File: src/rtl/stream_arb_pkg.sv
// Shared types and helpers for the stream round-robin arbiter.
// Packet locking is enabled by defining STREAM_ARB_PKT_LOCK_EN.
package stream_arb_pkg;

    typedef enum logic [0:0] {
        IDLE   = 1'b0,
        LOCKED = 1'b1
    } arb_state_e;

    // Index following ptr, wrapping at num_req-1 -> 0 so unused codes are never produced.
    function automatic int unsigned rr_next(input int unsigned ptr, input int unsigned num_req);
        return ((ptr + 32'd1) >= num_req) ? 32'd0 : (ptr + 32'd1);
    endfunction

endpackage

File: src/rtl/stream_arb_stage.sv
// Output register slice: holds one beat plus its requester id until downstream takes it.
// The last bit exists only when STREAM_ARB_PKT_LOCK_EN is defined.
module stream_arb_stage #(
    parameter int unsigned DATA_WIDTH = 32,
    parameter int unsigned ID_WIDTH   = 2
) (
    input  logic                  clk,
    input  logic                  reset,
    input  logic                  i_load,
    input  logic [DATA_WIDTH-1:0] i_data,
    input  logic [ID_WIDTH-1:0]   i_id,
`ifdef STREAM_ARB_PKT_LOCK_EN
    input  logic                  i_last,
    output logic                  o_last,
`endif
    input  logic                  i_out_ready,
    output logic                  o_stage_ready_c,
    output logic                  o_valid,
    output logic [DATA_WIDTH-1:0] o_data,
    output logic [ID_WIDTH-1:0]   o_id
);

    logic                  r_valid;
    logic [DATA_WIDTH-1:0] r_data;
    logic [ID_WIDTH-1:0]   r_id;

    // Empty slot, or the held beat leaves on this edge: a new beat may enter without a bubble.
    assign o_stage_ready_c = ~r_valid | i_out_ready;

    always_ff @(posedge clk or posedge reset) begin
        if (reset) begin
            r_valid <= 1'b0;
            r_data  <= '0;
            r_id    <= '0;
        end else if (i_load) begin
            r_valid <= 1'b1;
            r_data  <= i_data;
            r_id    <= i_id;
        end else if (i_out_ready) begin
            r_valid <= 1'b0;
        end
    end

`ifdef STREAM_ARB_PKT_LOCK_EN
    logic r_last;

    always_ff @(posedge clk or posedge reset) begin
        if (reset) begin
            r_last <= 1'b0;
        end else if (i_load) begin
            r_last <= i_last;
        end
    end

    assign o_last = r_last;
`endif

    assign o_valid = r_valid;
    assign o_data  = r_data;
    assign o_id    = r_id;

endmodule

File: src/rtl/stream_rr_arbiter.sv
// Round-robin arbiter merging NUM_REQ valid/ready streams into one registered stage.
// Define STREAM_ARB_PKT_LOCK_EN to hold a grant for a whole packet (req_last/out_last).
module stream_rr_arbiter
    import stream_arb_pkg::*;
#(
    parameter  int unsigned NUM_REQ    = 4,
    parameter  int unsigned DATA_WIDTH = 32,
    localparam int unsigned ID_WIDTH   = $clog2(NUM_REQ)
) (
    input  logic                          clk,
    input  logic                          reset,
    input  logic [NUM_REQ-1:0]            req_valid,
    output logic [NUM_REQ-1:0]            req_ready,
    input  logic [NUM_REQ*DATA_WIDTH-1:0] req_data,
`ifdef STREAM_ARB_PKT_LOCK_EN
    input  logic [NUM_REQ-1:0]            req_last,
    output logic                          out_last,
`endif
    output logic                          out_valid,
    input  logic                          out_ready,
    output logic [DATA_WIDTH-1:0]         out_data,
    output logic [ID_WIDTH-1:0]           out_id
);

    logic [ID_WIDTH-1:0]   r_ptr;
    logic [NUM_REQ-1:0]    w_lock_mask;
    logic [NUM_REQ-1:0]    w_elig;
    logic                  w_found;
    logic [ID_WIDTH-1:0]   w_win;
    logic                  w_stage_ready;
    logic                  w_load;
    logic                  w_adv;
    logic [DATA_WIDTH-1:0] w_req_data [NUM_REQ];
    int unsigned           w_idx;

    for (genvar g = 0; g < NUM_REQ; g++) begin : g_unpack
        assign w_req_data[g] = req_data[g*DATA_WIDTH +: DATA_WIDTH];
    end

    assign w_elig = req_valid & w_lock_mask;

    // Rotate-priority search starting at r_ptr; wraps at NUM_REQ, not at the next power of two.
    always_comb begin
        w_found = 1'b0;
        w_win   = '0;
        w_idx   = 32'd0;
        for (int unsigned k = 0; k < NUM_REQ; k++) begin
            w_idx = 32'(r_ptr) + k;
            if (w_idx >= NUM_REQ) begin
                w_idx = w_idx - NUM_REQ;
            end
            if (!w_found && w_elig[ID_WIDTH'(w_idx)]) begin
                w_found = 1'b1;
                w_win   = ID_WIDTH'(w_idx);
            end
        end
    end

    // A granted requester is always valid, so ready on the winner is also the transfer-in strobe.
    assign w_load = w_found & w_stage_ready & ~reset;

    always_comb begin
        req_ready = '0;
        if (w_load) begin
            req_ready[w_win] = 1'b1;
        end
    end

`ifdef STREAM_ARB_PKT_LOCK_EN
    arb_state_e          r_state;
    arb_state_e          w_state_nxt;
    logic [ID_WIDTH-1:0] r_lock_id;
    logic [ID_WIDTH-1:0] w_lock_id_nxt;
    logic                w_win_last;

    assign w_win_last = req_last[w_win];

    always_ff @(posedge clk or posedge reset) begin
        if (reset) begin
            r_state   <= IDLE;
            r_lock_id <= '0;
        end else begin
            r_state   <= w_state_nxt;
            r_lock_id <= w_lock_id_nxt;
        end
    end

    always_comb begin
        w_state_nxt   = r_state;
        w_lock_id_nxt = r_lock_id;
        case (r_state)
            IDLE: begin
                if (w_load && !w_win_last) begin
                    w_state_nxt   = LOCKED;
                    w_lock_id_nxt = w_win;
                end
            end
            LOCKED: begin
                if (w_load && w_win_last) begin
                    w_state_nxt = IDLE;
                end
            end
            default: w_state_nxt = IDLE;
        endcase
    end

    // While locked only the packet owner is eligible, even when it momentarily drops valid.
    assign w_lock_mask = (r_state == LOCKED) ? ({{(NUM_REQ-1){1'b0}}, 1'b1} << r_lock_id) : '1;
    assign w_adv       = w_load & w_win_last;
`else
    assign w_lock_mask = '1;
    assign w_adv       = w_load;
`endif

    always_ff @(posedge clk or posedge reset) begin
        if (reset) begin
            r_ptr <= '0;
        end else if (w_adv) begin
            r_ptr <= ID_WIDTH'(rr_next(32'(w_win), NUM_REQ));
        end
    end

    stream_arb_stage #(
        .DATA_WIDTH (DATA_WIDTH),
        .ID_WIDTH   (ID_WIDTH)
    ) u_stage (
        .clk             (clk),
        .reset           (reset),
        .i_load          (w_load),
        .i_data          (w_req_data[w_win]),
        .i_id            (w_win),
`ifdef STREAM_ARB_PKT_LOCK_EN
        .i_last          (w_win_last),
        .o_last          (out_last),
`endif
        .i_out_ready     (out_ready),
        .o_stage_ready_c (w_stage_ready),
        .o_valid         (out_valid),
        .o_data          (out_data),
        .o_id            (out_id)
    );

endmodule

File: config.mk
export PLATFORM = sky130hd
export DESIGN_NAME = stream_rr_arbiter
export DESIGN_NICKNAME = d
export VERILOG_FILES = /design/src/rtl/stream_arb_pkg.sv /design/src/rtl/stream_arb_stage.sv /design/src/rtl/stream_rr_arbiter.sv
export SDC_FILE = /design/constraint.sdc
export NUM_CORES = 1
export LEC_CHECK = 0
export ABC_AREA = 0
export BUFFER_PORTS_ARGS = -buffer_cell sky130_fd_sc_hd__buf_4
export CORE_MARGIN = 2
export CORE_UTILIZATION = 36
export CTS_CLUSTER_SIZE = 20
export DETAILED_ROUTE_END_ITERATION = 7
export GPL_ROUTABILITY_DRIVEN = 0
export MAX_ROUTING_LAYER = met4
export PLACE_DENSITY = 0.81
export REMOVE_ABC_BUFFERS = 1
export SYNTH_ARGS = -nofsm -noshare
export SYNTH_HDL_FRONTEND = slang
export SYNTH_SLANG_ARGS = --single-unit
export TNS_END_PERCENT = 50
File: constraint.sdc
create_clock -name clk -period 1.62 [get_ports clk]
set_input_delay 0.081 -clock clk [delete_from_list [all_inputs] [get_ports clk]]
set_output_delay 0.081 -clock clk [all_outputs]
set_load 0.005 [all_outputs]
==> results of run 1 <==
-- tightest hold or removal path: cells and delay by family --
kind                   cells  cell delay, ps
multiplexers               1              50
AO/OA/AOI/OAI              1             150
buffers and inverters      1              80
-- report_power, final --
group / internal [mW] / switching (mW)
sequential: 1.25 / 0.208
clock: 0.338 / 0.308
combinational: 1.40 / 0.943
total: 2.99 / 1.46
-- state kept, by name, summed over array words and instances, names as in the netlist --
signal,flops
u_stage.o_data,32
u_stage.o_valid,1
u_stage.o_id,2
r_ptr,2
-- cell usage in the layout, fill, tap and decap left out, types with 2 or more instances in the layout --
cell type / n
inv_1: 3
o221ai_1: 27
mux2i_1: 63
o21ai_0: 2
nor2_1: 2
dfrtp_1: 37
a21oi_1: 2
dlygate4sd3_1: 2
and3_1: 2
buf_6: 4
clkbuf_8: 6
buf_12: 2
nand2_1: 36
o221ai_2: 5
buf_4: 190
a21boi_1: 2
-- worst max-delay path by stage --
| stage | from | endpoint | slack (ps) | cells after the start |
|---|---|---|---|---|
| finish | r_ptr[1] | req_ready[3] | -270 | 7 |
| global route | r_ptr[1] | req_ready[3] | -340 | 7 |
| CTS | r_ptr[1] | req_ready[3] | -270 | 7 |
| detailed placement | r_ptr[1] | u_stage.o_data[0] | -130 | 5 |
| global placement | r_ptr[1] | u_stage.o_data[0] | -90 | 5 |
| floorplan | req_valid[2] | u_stage.o_data[1] | -550 | 5 |
-- repair_timing --
item,CTS,global route
endpoints found under the setup margin,38,39
cloned,1,0
buffers inserted,5,6
pin swaps,3,3
endpoints found under the hold margin,37,0
hold buffers,2,0
resized for setup,7,11
-- metrics by stage --
stage / power (mW) / setup slack (ps) / TNS [ps]
floorplan: 2.44 / -547 / -19950
global placement: 3.50 / -90.0 / -1360
detailed placement: 3.57 / -126 / -2980
CTS: 4.36 / -274 / -5990
global route: 4.75 / -340 / -9200
finish: 4.45 / -269 / -5660
-- cell type report --
type	instances	area share (%)
clock buffer	7	2.16
inverter	3	0.282
multi-input combinational	156	32.4
sequential	37	23.2
tap	77	2.41
timing repair buffer	200	39.5
-- kinds of logic (layout without fill, tap and decap cells) --
group,Yosys count,count (layout)
flip-flops,37,37
buffers and inverters,22,210
adder cells (fa/ha/maj),1,1
AND/OR/NAND/NOR,48,48
AO/OA/AOI/OAI,41,41
multiplexers,66,66
-- metal layers --
metal | up-vias | share of wire (%)
met1 | 1193 | 38
met3 | 12 | 6.9
met4 | 0 | 1.4
met2 | 123 | 54
li1 | 1185 | -
met5 | - | 0
==> run_results.csv, run 1 <==
group,metric,value,unit
cells_and_area,finish.utilization,64.0,%
critical_path,reg2reg_to,"u_stage.o_data[17]",
detailed_routing,drc,0,
synth,synth_cell_types,29,
cells_and_area,antenna_cells,0,
floorplanning,io_pins,174,
synth,synth-compound-area-share,15.5,%
timing,tightest_slew,302,ps
synth,synth_top_family_by_area,"multiplexers",
synth,syn_area,0.00229,mm^2
timing,skew,8.61,ps
critical_path,ff2ff_path_depth,7,
critical_path,worstSetupStartpointType,"flop",
power_and_ir_drop,leakage,2.07,nW
synth,synth-simple-area-share,8.92,%
synth,yosys_warnings,0,
detailed_routing,totalWireLength,7400,um
synth,synthArstFlopShare,100,%
critical_path,cp_slowest_stage_delay,420,ps
timing,worst_slack,-269,ps
power_and_ir_drop,vdd_drop_max,0.656,mV
critical_path,critPathSlowestCell,"dfrtp_1",
synth,synthMuxAreaShare,29.0,%
global_route,grt_pass1_wl,12200,um
status,violations,"setup timing",
hold_path,hp-start,"req_data[12]",
critical_path,worstSetupEndpointType,"primary output",
global_route,grt_util_all_layers,21.8,%
cells_and_area,nets,539,
placement,dpl.cell_count,460,
detailed_routing,viasPerCell,5.24,
global_route,grt_pass1_vias,2620,
cells_and_area,final_cells,480,
timing,finalMaxSlewViolations,0,
synth,yosysTopAreaCell,"dfrtp_1",
floorplanning,fp.dieW,83.7,um
cells_and_area,fillers,520,
critical_path,rr_startpoint,"r_ptr[1]",
synth,ys_seq_elements,37,
critical_path,crit_type,"flop to primary output",
hold_path,min_path_cells,3,
global_route,antenna_found_initial,0,
floorplanning,start_util,36.6,%
floorplanning,die-area,0.00700,mm^2
floorplanning,die_h,83.7,um
global_route,overflow,0,
detailed_routing,ant_nets,0,
hold_path,hold_class,"input pin to flop",
synth,seq_area_frac_synth,40.5,%
synth,syn_avg_cell_area,10.6,um^2
critical_path,critical_path.top_delay_family,"flip-flops",
global_route,grt_start_max_net_pins,29,
placement,place_area,0.00370,mm^2
timing,min_period,1890,ps
critical_path,worstPathCellList,"mux2i_1 > o221ai_2 > buf_4 > or2_4 > buf_6 > nor2b_4 > buf_4",
cells_and_area,layout-drive-gt1-share,53.6,%
cts,cts_buffers,5,
detailed_routing,drt_first_pass_iters,4,
cts,clkTransAtPathRegs,70,ps
cts,ctsRootBufferMaster,"clkbuf_8",
synth,synthCells,215,
critical_path,critPathBufInv,3,
floorplanning,core_area,0.00624,mm^2
power_and_ir_drop,power_density,1110,mW/mm^2
timing,hold_viol,0,
cells_and_area,seq_area,926,um^2
critical_path,worst-path-max-fanout,5,
critical_path,cp.required,1540,ps
cells_and_area,multi_input_area,0.00129,mm^2
detailed_routing,wire_per_inst,15.4,um
cts,cts.sinks,37,
synth,synthTopCellsByArea,"dfrtp_1 41%, mux2i_1 28%, o221ai_1 12%, nand2_1 5.9%, buf_2 1.5%",
placement,hpwl,5690,um
global_route,grt.met3_usage,5.54,%
cts,cts_max_path_buffers,2,
status,status,"finished, violations left",
timing,setup-violations-final,38,
cells_and_area,syn_to_final_growth,74.7,%
cts,cts-htree-levels,2,
timing,maxSlewHeadroom,79.6,%
synth,synth_edf_count,0,
timing,period_share,117,%
cts,insertion_delay,290,ps
synth,yosysMostFrequentCell,"mux2i_1",
hold_path,whs_endpoint,"u_stage.o_data[12]",
synth,ys_top_cells_by_count,"64 x mux2i_1, 37 x dfrtp_1, 36 x nand2_1, 31 x o221ai_1, 7 x buf_2",
critical_path,cpMostUsedCell,"buf_4",
timing,rsz0062_at_grt,"yes",
global_route,grtUsageMet1,23.3,%
critical_path,critPathArrivalTime,1810,ps
floorplanning,rows,29,
timing,holdWs,111,ps
synth,synthXorXnorAreaFrac,0,%
global_route,busiest_layer,"met2",
job,maxCapViolCount,0,
detailed_routing,drt_iter0_drc,58,
critical_path,rrSetupSlack,-220,ps
synth,netlist.area_leader.share,40.5,%
detailed_routing,vias,2513,
cells_and_area,final_area,0.00399,mm^2
synth,synth_ff_type,"dfrtp_1",
timing,fmax,529,MHz
synth,synth_fa_ha_area_share,0.547,%
placement,port_buffers,173,
global_route,grt_util_met2,39.6,%
cts,cts_tree,"done",
(Power assumes the default switching activity.)
==> run 2: changes to the inputs <==
--- a/config.mk
+++ b/config.mk
@@ -5,15 +5,15 @@
 export SDC_FILE = /design/constraint.sdc
 export NUM_CORES = 1
 export LEC_CHECK = 0
-export ABC_AREA = 0
-export BUFFER_PORTS_ARGS = -buffer_cell sky130_fd_sc_hd__buf_4
+export ABC_AREA = 1
 export CORE_MARGIN = 2
-export CORE_UTILIZATION = 36
+export CORE_UTILIZATION = 45
 export CTS_CLUSTER_SIZE = 20
 export DETAILED_ROUTE_END_ITERATION = 7
+export DONT_BUFFER_PORTS = 1
 export GPL_ROUTABILITY_DRIVEN = 0
 export MAX_ROUTING_LAYER = met4
-export PLACE_DENSITY = 0.81
+export PLACE_DENSITY = 0.65
 export REMOVE_ABC_BUFFERS = 1
 export SYNTH_ARGS = -nofsm -noshare
 export SYNTH_HDL_FRONTEND = slang
==> constraint.sdc (replaced) <==
create_clock -name clk -period 2.22 [get_ports clk]
set_input_delay 0.111 -clock clk [delete_from_list [all_inputs] [get_ports clk]]
set_output_delay 0.111 -clock clk [all_outputs]
set_load 0.005 [all_outputs]
==> run 2 against run 1 <==
Net effect:
- the flow now finishes without violations
- sequential share of layout area rose by 4.9 points
- total power rose by 61%
- routed wire length is 16% higher
- clock skew shrank 4.4 ps
- first-iteration DRC count increased to 3.1 times the previous value
- via count up 23%
- synthesized cell count grew 100%
- combinational power rose by 120%
- count of clock-buffer cells in the layout did not move
- flip-flop and latch count unchanged
- cell count is 9.6% higher
- largest cell class is now multi-input combinational cells
- largest power group unchanged
==> run_results.csv, run 2 <==
group,metric,value,unit
cells_and_area,antenna_cells,0,
timing,rsz0062_at_grt,"yes",
cts,cts_max_path_buffers,2,
timing,finalMaxSlewViolations,0,
cts,cts-htree-levels,2,
cts,cts_buffers,5,
synth,ys_top_cells_by_count,"167 x nand3_1, 165 x nand2_1, 37 x dfrtp_1, 12 x buf_2, 12 x buf_4",
floorplanning,rows,29,
synth,synthTopCellsByArea,"dfrtp_1 32%, nand3_1 29%, nand2_1 22%, buf_6 3.5%, buf_4 3.1%",
power_and_ir_drop,power_switching,3.73,mW
timing,maxSlewHeadroom,67.9,%
critical_path,cp.required,2110,ps
detailed_routing,wire_per_inst,16.3,um
detailed_routing,drt_iter0_drc,181,
placement,port_buffers,0,
synth,yosysMostFrequentCell,"nand3_1",
placement,hpwl,5870,um
cells_and_area,finish.utilization,53.0,%
cts,ctsRootBufferMaster,"clkbuf_8",
critical_path,critPathArrivalTime,2030,ps
synth,ys_seq_elements,37,
critical_path,worstSetupEndpointType,"primary output",
global_route,grt_util_all_layers,23.8,%
synth,synth_fa_ha_area_share,0.437,%
synth,syn_avg_cell_area,6.53,um^2
synth,synth_cell_types,22,
critical_path,crit_type,"flop to primary output",
global_route,antenna_found_initial,0,
synth,yosys_warnings,0,
synth,synthCells,439,
floorplanning,die-area,0.00702,mm^2
global_route,grt_start_max_net_pins,38,
synth,synthXorXnorAreaFrac,0,%
cells_and_area,fillers,618,
floorplanning,core_area,0.00624,mm^2
status,status,"complete, no violations",
synth,synth-compound-area-share,0.786,%
power_and_ir_drop,leakage,1.65,nW
power_and_ir_drop,sw_frac_of_total,52.2,%
global_route,grt_pass1_wl,13300,um
floorplanning,io_pins,174,
synth,synthArstFlopShare,100,%
power_and_ir_drop,p_seq_share,18.7,%
cells_and_area,layout.cells.most_common_list,"164 x nand3_1, 153 x nand2_1, 35 x dfrtp_1, 21 x buf_4, 15 x nand2_2",
floorplanning,fp.dieW,83.8,um
synth,synthMuxAreaShare,0,%
synth,netlist.area_leader.share,32.3,%
cts,cts.sinks,37,
cells_and_area,layout_commonest_cell,"nand3_1",
critical_path,worst-path-max-fanout,7,
floorplanning,start_util,45.9,%
cts,insertion_delay,290,ps
synth,yosysTopAreaCell,"dfrtp_1",
timing,min_period,2140,ps
synth,synth-simple-area-share,55.8,%
cells_and_area,syn_to_final_growth,15.4,%
timing,holdWs,54.5,ps
detailed_routing,drt_first_pass_iters,5,
synth,synth_top_family_by_area,"simple AND/OR/NAND/NOR gates",
cells_and_area,layout-drive-gt1-share,17.1,%
power_and_ir_drop,power_density,2160,mW/mm^2
timing,tightest_slew,481,ps
cells_and_area,multi_input_area,0.00172,mm^2
synth,seq_area_frac_synth,32.3,%
global_route,overflow,0,
power_and_ir_drop,internal_power,3.42,mW
hold_path,hold_class,"input pin to flop",
power_and_ir_drop,clockPowerShare,8.5,%
global_route,grt_pass1_vias,2765,
detailed_routing,totalWireLength,8600,um
cells_and_area,largest_register_ffs,32,
floorplanning,die_h,83.8,um
synth,synth_ff_type,"dfrtp_1",
detailed_routing,vias,3086,
detailed_routing,viasPerCell,5.87,
timing,hold_viol,0,
timing,fmax,468,MHz
synth,synth_edf_count,0,
detailed_routing,ant_nets,0,
timing,skew,4.21,ps
cts,clkTransAtPathRegs,70,ps
critical_path,worstSetupStartpointType,"flop",
timing,period_share,96.3,%
cells_and_area,nets,584,
detailed_routing,drc,0,
timing,setup-violations-final,0,
cts,cts_tree,"done",
power_and_ir_drop,total_power,7.15,mW
cells_and_area,seq_area,928,um^2
power_and_ir_drop,vdd_drop_max,1.22,mV
job,maxCapViolCount,0,
power_and_ir_drop,comb_power_share,72.8,%
synth,syn_area,0.00287,mm^2
## run 2: cell types whose count changed after synthesis, sizes merged, moves of 3 or more
cell / change
inv: +11
nor2: +3
nand3: +169
nand4: +3
nand2: +134
o221ai: -32
mux2i: -64
buf: +16
## run 2: per-stage QoR
step           setup TNS (ps)  instances  setup slack [ps]  area, um^2
6_report                    0        526              81.1        3310
2_1_floorplan          -42350        406             -1410        2610
3_5_place_dp                0        497               194        2870
5_1_grt                 -52.8        526             -28.0        3310
3_3_place_gp                0        497               248        2870
4_1_cts                 -1.97        510             -1.97        3030
## run 2: critical path, cell delays in order, from the launching register on
cell and delay (ps):
dfrtp_2 450, buf_6 150, nand2_2 60, nand2_2 70, nand2_2 80, nand2_4 70, nor2_4 190, nand4_1 140
nand2_2 130, nor2_4 70, buf_6 120, buf_6 110, nand2_4 50, nor2_2 40
## run 2: metal layers
metal	vias to the layer above	track usage, %	share of wire, %
li1	1482	-	-
met1	1458	29.4	40
met2	135	39.9	51
met3	11	5.44	7.9
met4	0	5.43	1.1
met5	-	-	0
## run 2: cell type report
class	instances	share of cell area, %
Clock buffer	7	2.61
Timing Repair inverter	1	0.265
Tap cell	77	2.91
Multi-Input combinational cell	355	52.1
Inverter	14	2.38
Clock inverter	1	0.908
Sequential cell	37	28.1
Timing Repair Buffer	34	10.7
## run 2: cells by family (layout without fill, tap and decap cells)
group	Yosys count	count (layout)
AO/OA/AOI/OAI	4	4
adder cells (fa/ha/maj)	1	1
buffers and inverters	47	57
flip-flops	37	37
AND/OR/NAND/NOR	350	350
## run 2: what timing repair did
action / in CTS / in global routing
setup buffers: 3 / 16
hold endpoints to repair: 38 / 0
pin swaps: 1 / 17
resized for setup: 3 / 41
hold buffers: 2 / 0
setup endpoints to repair: 3 / 24
gates cloned: 0 / 1
## run 2: power by group through the flow
stage / Combinational (mW) / Clock [mW] / Sequential (mW)
after global routing: 5.86 / 0.653 / 1.37
after detailed placement: 4.57 / 0 / 1.33
final: 5.21 / 0.608 / 1.33
after global placement: 4.47 / 0 / 1.34
after CTS: 4.64 / 0.624 / 1.33
after floorplan: 3.20 / 0 / 1.24
## run 2: path summary, 6_finish.rpt
| check | cells after the start | startpoint | slack [ps] | to |
|---|---|---|---|---|
| setup / recovery | 13 | r_ptr[0] | 80 | req_ready[3] |
| hold / removal | 4 | req_data[40] | 50 | u_stage.o_data[8] |
| setup reg to reg | 14 | r_ptr[0] | 100 | u_stage.o_data[4] |
| hold reg to reg | 2 | u_stage.o_id[1] | 500 | u_stage.o_id[1] |
| max in group asynchronous | 3 | reset | 1460 | r_ptr[0] |
| min in group asynchronous | 3 | reset | 400 | u_stage.o_data[30] |
